`src/rtl/riscv_i32_fetch_req_bht.sv`:
```
// Fetch request generator with a bimodal branch history table.
// Table is cleared by a one-entry-per-cycle walk after reset.
module riscv_i32_fetch_req_bht #(
  parameter int ENTRIES   = 16,
  parameter int CTR_WIDTH = 2
) (
  input  logic        clk,
  input  logic        reset,

  input  logic [2:0]  fetch_action,
  input  logic [31:0] fetch_pc,
  input  logic [2:0]  mode,

  input  logic [31:0] decode_pc,
  input  logic [31:0] decode_branch_target,
  input  logic        decode_is_compressed,
  input  logic [3:0]  decode_op,
  input  logic        decode_enable_bp,

  input  logic        exec_update,
  input  logic [31:0] exec_pc,
  input  logic        exec_taken,

  output logic        ifetch_req_flush_pipeline,
  output logic [2:0]  ifetch_req_req_type,
  output logic        ifetch_req_debug_fetch,
  output logic [31:0] ifetch_req_address,
  output logic [2:0]  ifetch_req_mode,
  output logic        ifetch_req_predicted_branch,
  output logic [31:0] ifetch_req_pc_if_mispredicted,

  output logic        init_busy
);

  localparam int IDX = $clog2(ENTRIES);

  localparam logic [CTR_WIDTH-1:0] WNT =
    CTR_WIDTH'((1 << (CTR_WIDTH - 1)) - 1);
  localparam logic [CTR_WIDTH-1:0] CMAX = '1;
  localparam logic [IDX-1:0] LAST = IDX'(ENTRIES - 1);

  localparam logic [2:0] ACT_NONE    = 3'd0;
  localparam logic [2:0] ACT_HOLD    = 3'd1;
  localparam logic [2:0] ACT_FETCH   = 3'd2;
  localparam logic [2:0] ACT_RESTART = 3'd3;
  localparam logic [2:0] ACT_NEXT    = 3'd4;

  localparam logic [2:0] MODE_DEBUG  = 3'd7;

  localparam logic [3:0] OP_BRANCH   = 4'd0;
  localparam logic [3:0] OP_JAL      = 4'd1;

  typedef enum logic {
    INIT,
    RUN
  } state_t;

  state_t               state;
  logic [IDX-1:0]       ptr;
  logic [CTR_WIDTH-1:0] bht [ENTRIES];

  logic [IDX-1:0]       lookup_idx;
  logic [IDX-1:0]       update_idx;
  logic [CTR_WIDTH-1:0] lookup_ctr;
  logic [CTR_WIDTH-1:0] update_cur;
  logic [CTR_WIDTH-1:0] update_nxt;

  logic                 predict;
  logic [31:0]          pc_plus_inst;
  logic [31:0]          next_pc;
  logic                 sequential;
  logic [31:0]          mispred_pc;

  logic                 unused_exec;

  assign lookup_idx  = decode_pc[IDX:1];
  assign update_idx  = exec_pc[IDX:1];
  assign unused_exec = ^{exec_pc[31:IDX+1], exec_pc[0]};

  // Init walk: reset parks at INIT, one entry per cycle, then RUN.
  always_ff @(posedge clk) begin
    if (reset) begin
      state     <= INIT;
      ptr       <= '0;
      init_busy <= 1'b1;
    end else begin
      unique case (state)
        INIT: begin
          ptr <= ptr + 1'b1;
          if (ptr == LAST) begin
            state     <= RUN;
            init_busy <= 1'b0;
          end
        end
        RUN: begin
          state     <= RUN;
          init_busy <= 1'b0;
        end
        default: begin
          state     <= INIT;
          ptr       <= '0;
          init_busy <= 1'b1;
        end
      endcase
    end
  end

  // Saturating step for the entry addressed by the resolving branch.
  always_comb begin
    update_cur = bht[update_idx];
    update_nxt = update_cur;
    if (exec_taken) begin
      if (update_cur != CMAX) begin
        update_nxt = update_cur + 1'b1;
      end
    end else begin
      if (update_cur != '0) begin
        update_nxt = update_cur - 1'b1;
      end
    end
  end

  // Table writes: init fill while walking, branch training once running.
  always_ff @(posedge clk) begin
    if (!reset) begin
      if (state == INIT) begin
        bht[ptr] <= WNT;
      end else if (exec_update) begin
        bht[update_idx] <= update_nxt;
      end
    end
  end

  // Prediction from the pre-update table contents.
  always_comb begin
    lookup_ctr = bht[lookup_idx];
    predict    = 1'b0;
    if (decode_enable_bp && !init_busy) begin
      if (decode_op == OP_JAL) begin
        predict = 1'b1;
      end else if (decode_op == OP_BRANCH) begin
        predict = lookup_ctr[CTR_WIDTH-1];
      end
    end
  end

  assign pc_plus_inst =
    decode_pc + (decode_is_compressed ? 32'd2 : 32'd4);

  // Pick the followed path and the recovery path.
  always_comb begin
    if (predict) begin
      next_pc    = decode_branch_target;
      sequential = 1'b0;
      mispred_pc = pc_plus_inst;
    end else begin
      next_pc    = pc_plus_inst;
      sequential = 1'b1;
      mispred_pc = decode_branch_target;
    end
  end

  // Request decode, with debug-region fetches overriding the type.
  always_comb begin
    ifetch_req_flush_pipeline     = 1'b1;
    ifetch_req_req_type           = 3'd0;
    ifetch_req_address            = fetch_pc;
    ifetch_req_debug_fetch        = 1'b0;
    ifetch_req_mode               = MODE_DEBUG;
    ifetch_req_predicted_branch   = predict;
    ifetch_req_pc_if_mispredicted = mispred_pc;

    unique case (fetch_action)
      ACT_HOLD: begin
        ifetch_req_flush_pipeline = 1'b0;
        ifetch_req_req_type       = 3'd0;
      end
      ACT_FETCH: begin
        ifetch_req_flush_pipeline = 1'b1;
        ifetch_req_req_type       = 3'd1;
      end
      ACT_RESTART: begin
        ifetch_req_flush_pipeline = 1'b0;
        ifetch_req_req_type       = 3'd3;
      end
      ACT_NEXT: begin
        ifetch_req_flush_pipeline = 1'b0;
        ifetch_req_address        = next_pc;
        if (!sequential) begin
          ifetch_req_req_type = 3'd1;
        end else if (decode_is_compressed) begin
          ifetch_req_req_type = 3'd6;
        end else begin
          ifetch_req_req_type = 3'd2;
        end
      end
      default: begin
        ifetch_req_flush_pipeline = 1'b1;
        ifetch_req_req_type       = 3'd0;
      end
    endcase

    if (mode == MODE_DEBUG
        && fetch_action != ACT_NONE
        && fetch_action != ACT_HOLD
        && ifetch_req_address[31:8] == 24'hffffff) begin
      ifetch_req_req_type    = 3'd0;
      ifetch_req_debug_fetch = 1'b1;
    end
  end

endmodule

```
`config.mk`:
```
export PLATFORM = sky130hd
export DESIGN_NAME = riscv_i32_fetch_req_bht
export DESIGN_NICKNAME = d
export VERILOG_FILES = /design/src/rtl/riscv_i32_fetch_req_bht.sv
export SDC_FILE = /design/constraint.sdc
export NUM_CORES = 1
export LEC_CHECK = 0
export BUFFER_PORTS_ARGS = -buffer_cell sky130_fd_sc_hd__buf_4
export CORE_UTILIZATION = 51
export CTS_BUF_LIST = sky130_fd_sc_hd__clkbuf_8
export CTS_CLUSTER_DIAMETER = 150
export CTS_CLUSTER_SIZE = 8
export DETAILED_ROUTE_END_ITERATION = 10
export PLACE_DENSITY = 0.89
export SLEW_MARGIN = 20
export SYNTH_ARGS = -nofsm -noshare
export SYNTH_HDL_FRONTEND = slang
export SYNTH_SLANG_ARGS = --single-unit
```
`constraint.sdc`:
```
create_clock -name clk -period 9.4 [get_ports clk]
set_clock_uncertainty 0.2 [all_clocks]
set_input_delay 1.41 -clock clk [delete_from_list [all_inputs] [get_ports clk]]
set_output_delay 1.41 -clock clk [all_outputs]
set_load 0.02 [all_outputs]
```
==> results by group <==
Detailed routing
  – Drt initial violations: about 480
  – Routed len/inst: 18.6 µm
  – DR vias/cell: 6.22
  – Final routed DRC violation total: 0
  – Via Count: 5148
  – Remaining antenna violation count after routing: 0
  – Sum of routed wire length over all layers: 15.4 mm
  – Number of iterations in the first detailed-routing pass: 5

Clock network
  – Post-CTS Setup Bufs: 0
  – # hold bufs at CTS: 0
  – Clock tree from TritonCTS: done
  – Worst-skew pair later-pin latency: 0.29 ns
  – Clock root cell: clkbuf_8
  – Number of buffers added by the clock tree synthesis step: 5
  – Worst-case clock buffer depth: 2
  – CTS resizes: 0
  – CTS sink count: 38
  – Maximum level of the CTS H-tree: 2
  – Clock transition at the registers of the reported paths: 0.07 ns

Final layout
  – Finished Layout Cells: 827
  – # fillers: 631
  – Multi-input combinational cell area: around 3000 µm²
  – Register area: 1080 µm²
  – Layout overhead on the synthesized area: 35.0%
  – Antenna fix cells: 0
  – Fraction of layout cells with a size suffix above 1: 30.6%
  – Nets: 872

Timing
  – Max Fclk: 148 MHz
  – Headroom to the max-slew limit: approximately 38%
  – Final setup violation count: 0
  – Total negative slack for setup checks: 0 ns
  – Setup repair after global routing missed its margin: no
  – Final Slew Violations: 0
  – Hold Fails Final Rpt: 0
  – Shortest clock period the worst path allows after layout: 6.78 ns
  – Fraction of the cycle the final worst path needs: between 70 and 80%
  – Tightest Pin Transition: 0.930 ns

Power and ir drop
  – Overall power after layout: 505 µW
  – Portion of total power attributed to the clock network: 23.5%
  – Internal power component: 338 µW
  – Fraction of power consumed by combinational cells: 39.9%
  – Part of the power in registers: a little over a third
  – Fraction of power spent switching nets: 33.1%
  – P_sw: 167 µW
  – Power Density: 88.4 nW/µm²
  – Maximum VDD drop: 147 µV
  – Static leakage: 0.00250 µW

Floorplanning
  – Die area: 8660 µm²
  – Boundary pin count: 218
  – Vert. Die Dim: 93.1 µm
  – Effective utilization at floorplan: 53.6%
  – Core Rows: 32
  – Die X-Extent: 93.1 µm
  – Area of the core: between 7000 and 8000 µm²

Critical path
  – WP data arrival: 5.17 ns
  – Internal reg-to-reg setup slack: 6.69 ns
  – Critical path endpoint category: output port
  – Startpoint of the most critical register-to-register path: bht[7][1]
  – Crit path launch type: input pin
  – Critical path class: input pin to output port
  – CP startpoint: decode_pc[1]
  – WP data required: 7.79 ns
  – End of the worst register-to-register path: bht[6][0]
  – Max FO, Critical Path: 69
  – R2R cell count: 4

Place
  – Routability congestion estimate: 0.949
  – Instance count after placement with tap cells included: 819
  – HPWL reported at the end of detailed placement: between 10 and 15 mm
  – Port buffer count: 186

Worst hold path
  – Worst min-delay path endpoint: init_busy
  – Hold Crit Start: init_busy
  – Worst min path class: flip-flop to flip-flop
  – Cells on Worst Hold Path: 2

Synthesis
  – Library cell with the highest instance count after synthesis: nand2_1
  – Number of synthesized flops with an enable pin: 32
  – Netlist Area Pre-Place: 4230 µm²
  – Synth area leaders: edfxtp_1, nand2_1, nor2_1
  – List of most frequent post-synthesis cells: nand2_1, nor2_1, o21ai_0
  – Dominant cell type by area after synthesis: edfxtp_1
  – Sequential share of the synthesized area: 25.6%
  – Asr flop ratio synth: 0%
  – Library cells used by synthesis: 65
  – Per-instance average area after synthesis: 7.49 µm²
  – Cell count after synthesis: 565
  – Syn. warnings: 0
  – Commonest register cell after synthesis: edfxtp_1
  – Area share of the largest cell type after synthesis: between 20% and 30%
  – Flip-flop and latch count after synthesis: 38

Global route
  – Via count of the first global-routing pass: 4683
  – Global-route total usage across every layer: 34.5%
  – Number of antenna violations at the first check in global routing: 0
  – Gr ovfl total: 0
  – Maximum number of pins on one net before global-route repair: 70
  – Wire length of the first global-routing pass: 23.4 mm

Run
  – Max Cap Violations: 0

Run status
  – Result of the run: completed
-- final cells by class --
cell class,instances,share of cell area (%)
clock buffers,7,1.69
clock inverters,1,0.0657
inverters,16,1.05
multi-input cells,474,51.2
flip-flops and latches,38,18.9
well taps,102,2.23
repair buffers,189,24.8
-- cells in the final DEF (no fill, tap or decap), types with 16 or more instances in the layout --
| cell | count |
|---|---|
| buf_4 | 189 |
| nand2_1 | 96 |
| nor2_1 | 69 |
| o21ai_0 | 50 |
| a21oi_1 | 33 |
| edfxtp_1 | 32 |
| nand3_1 | 17 |
| xnor2_1 | 17 |
| inv_1 | 16 |
| nor4_1 | 16 |
-- routing by layer --
metal | vias to the layer above | part of all wire [%] | global-route usage [%]
met1 | 2391 | 38 | 41.7
met4 | 0 | 4.2 | 15.0
li1 | 2400 | - | -
met5 | - | 0 | 0
met2 | 297 | 50 | 61.5
met3 | 60 | 8.2 | 4.15
-- registers in the layout, summed over array words and instances (netlist names) --
signal,count
ptr,4
state,1
bht,32
init_busy,1
-- worst max-delay path by stage --
stage                                   endpoint  slack [ns]  cells past startpoint
after CTS                 ifetch_req_req_type[0]        2.69                     12
after global routing      ifetch_req_req_type[1]        2.37                     12
final                     ifetch_req_req_type[1]        2.62                     12
after detailed placement  ifetch_req_req_type[0]        2.70                     12
after global placement    ifetch_req_req_type[0]        2.78                     12
after floorplan           ifetch_req_req_type[0]        3.40                     11
-- power groups by stage --
stage	combinational, µW	clock (µW)	sequential (µW)
floorplan	99.1	0	188
CTS	198	120	185
global placement	194	0	188
finish	201	119	185
global route	215	126	185
detailed placement	198	0	188
-- metrics by stage --
step           util (%)  hold slack, ns  instance area, µm²  setup WS (ns)
3_3_place_gp       71.1           0.291                5610           2.78
4_1_cts            72.4           0.322                5710           2.69
5_1_grt            72.4           0.354                5710           2.37
6_report           72.4           0.319                5710           2.62
3_5_place_dp       71.1           0.305                5610           2.70
2_1_floorplan         -           0.338                4240           3.40
-- cells by family after synthesis --
group | synth area share (%)
multiplexers | 9.46
XOR/XNOR | 5.38
AO/OA/AOI/OAI | 21.1
flip-flops | 25.6
AND/OR/NAND/NOR | 31.3
adder cells (fa/ha/maj) | 1.60
buffers and inverters | 5.56
other | 0.0886
-- critical path, cell delays in order --
cell and delay [ns]:
buf_4 0.14, mux4_1 0.57, a2bb2oi_2 0.16, a211o_4 0.40, nand2_4 0.52, inv_1 0.24, buf_4 0.36, o31ai_1 0.48
o2111ai_1 0.23, nor4_2 0.27, a21oi_1 0.16, buf_4 0.19
Power figures use the tool's default switching activity.
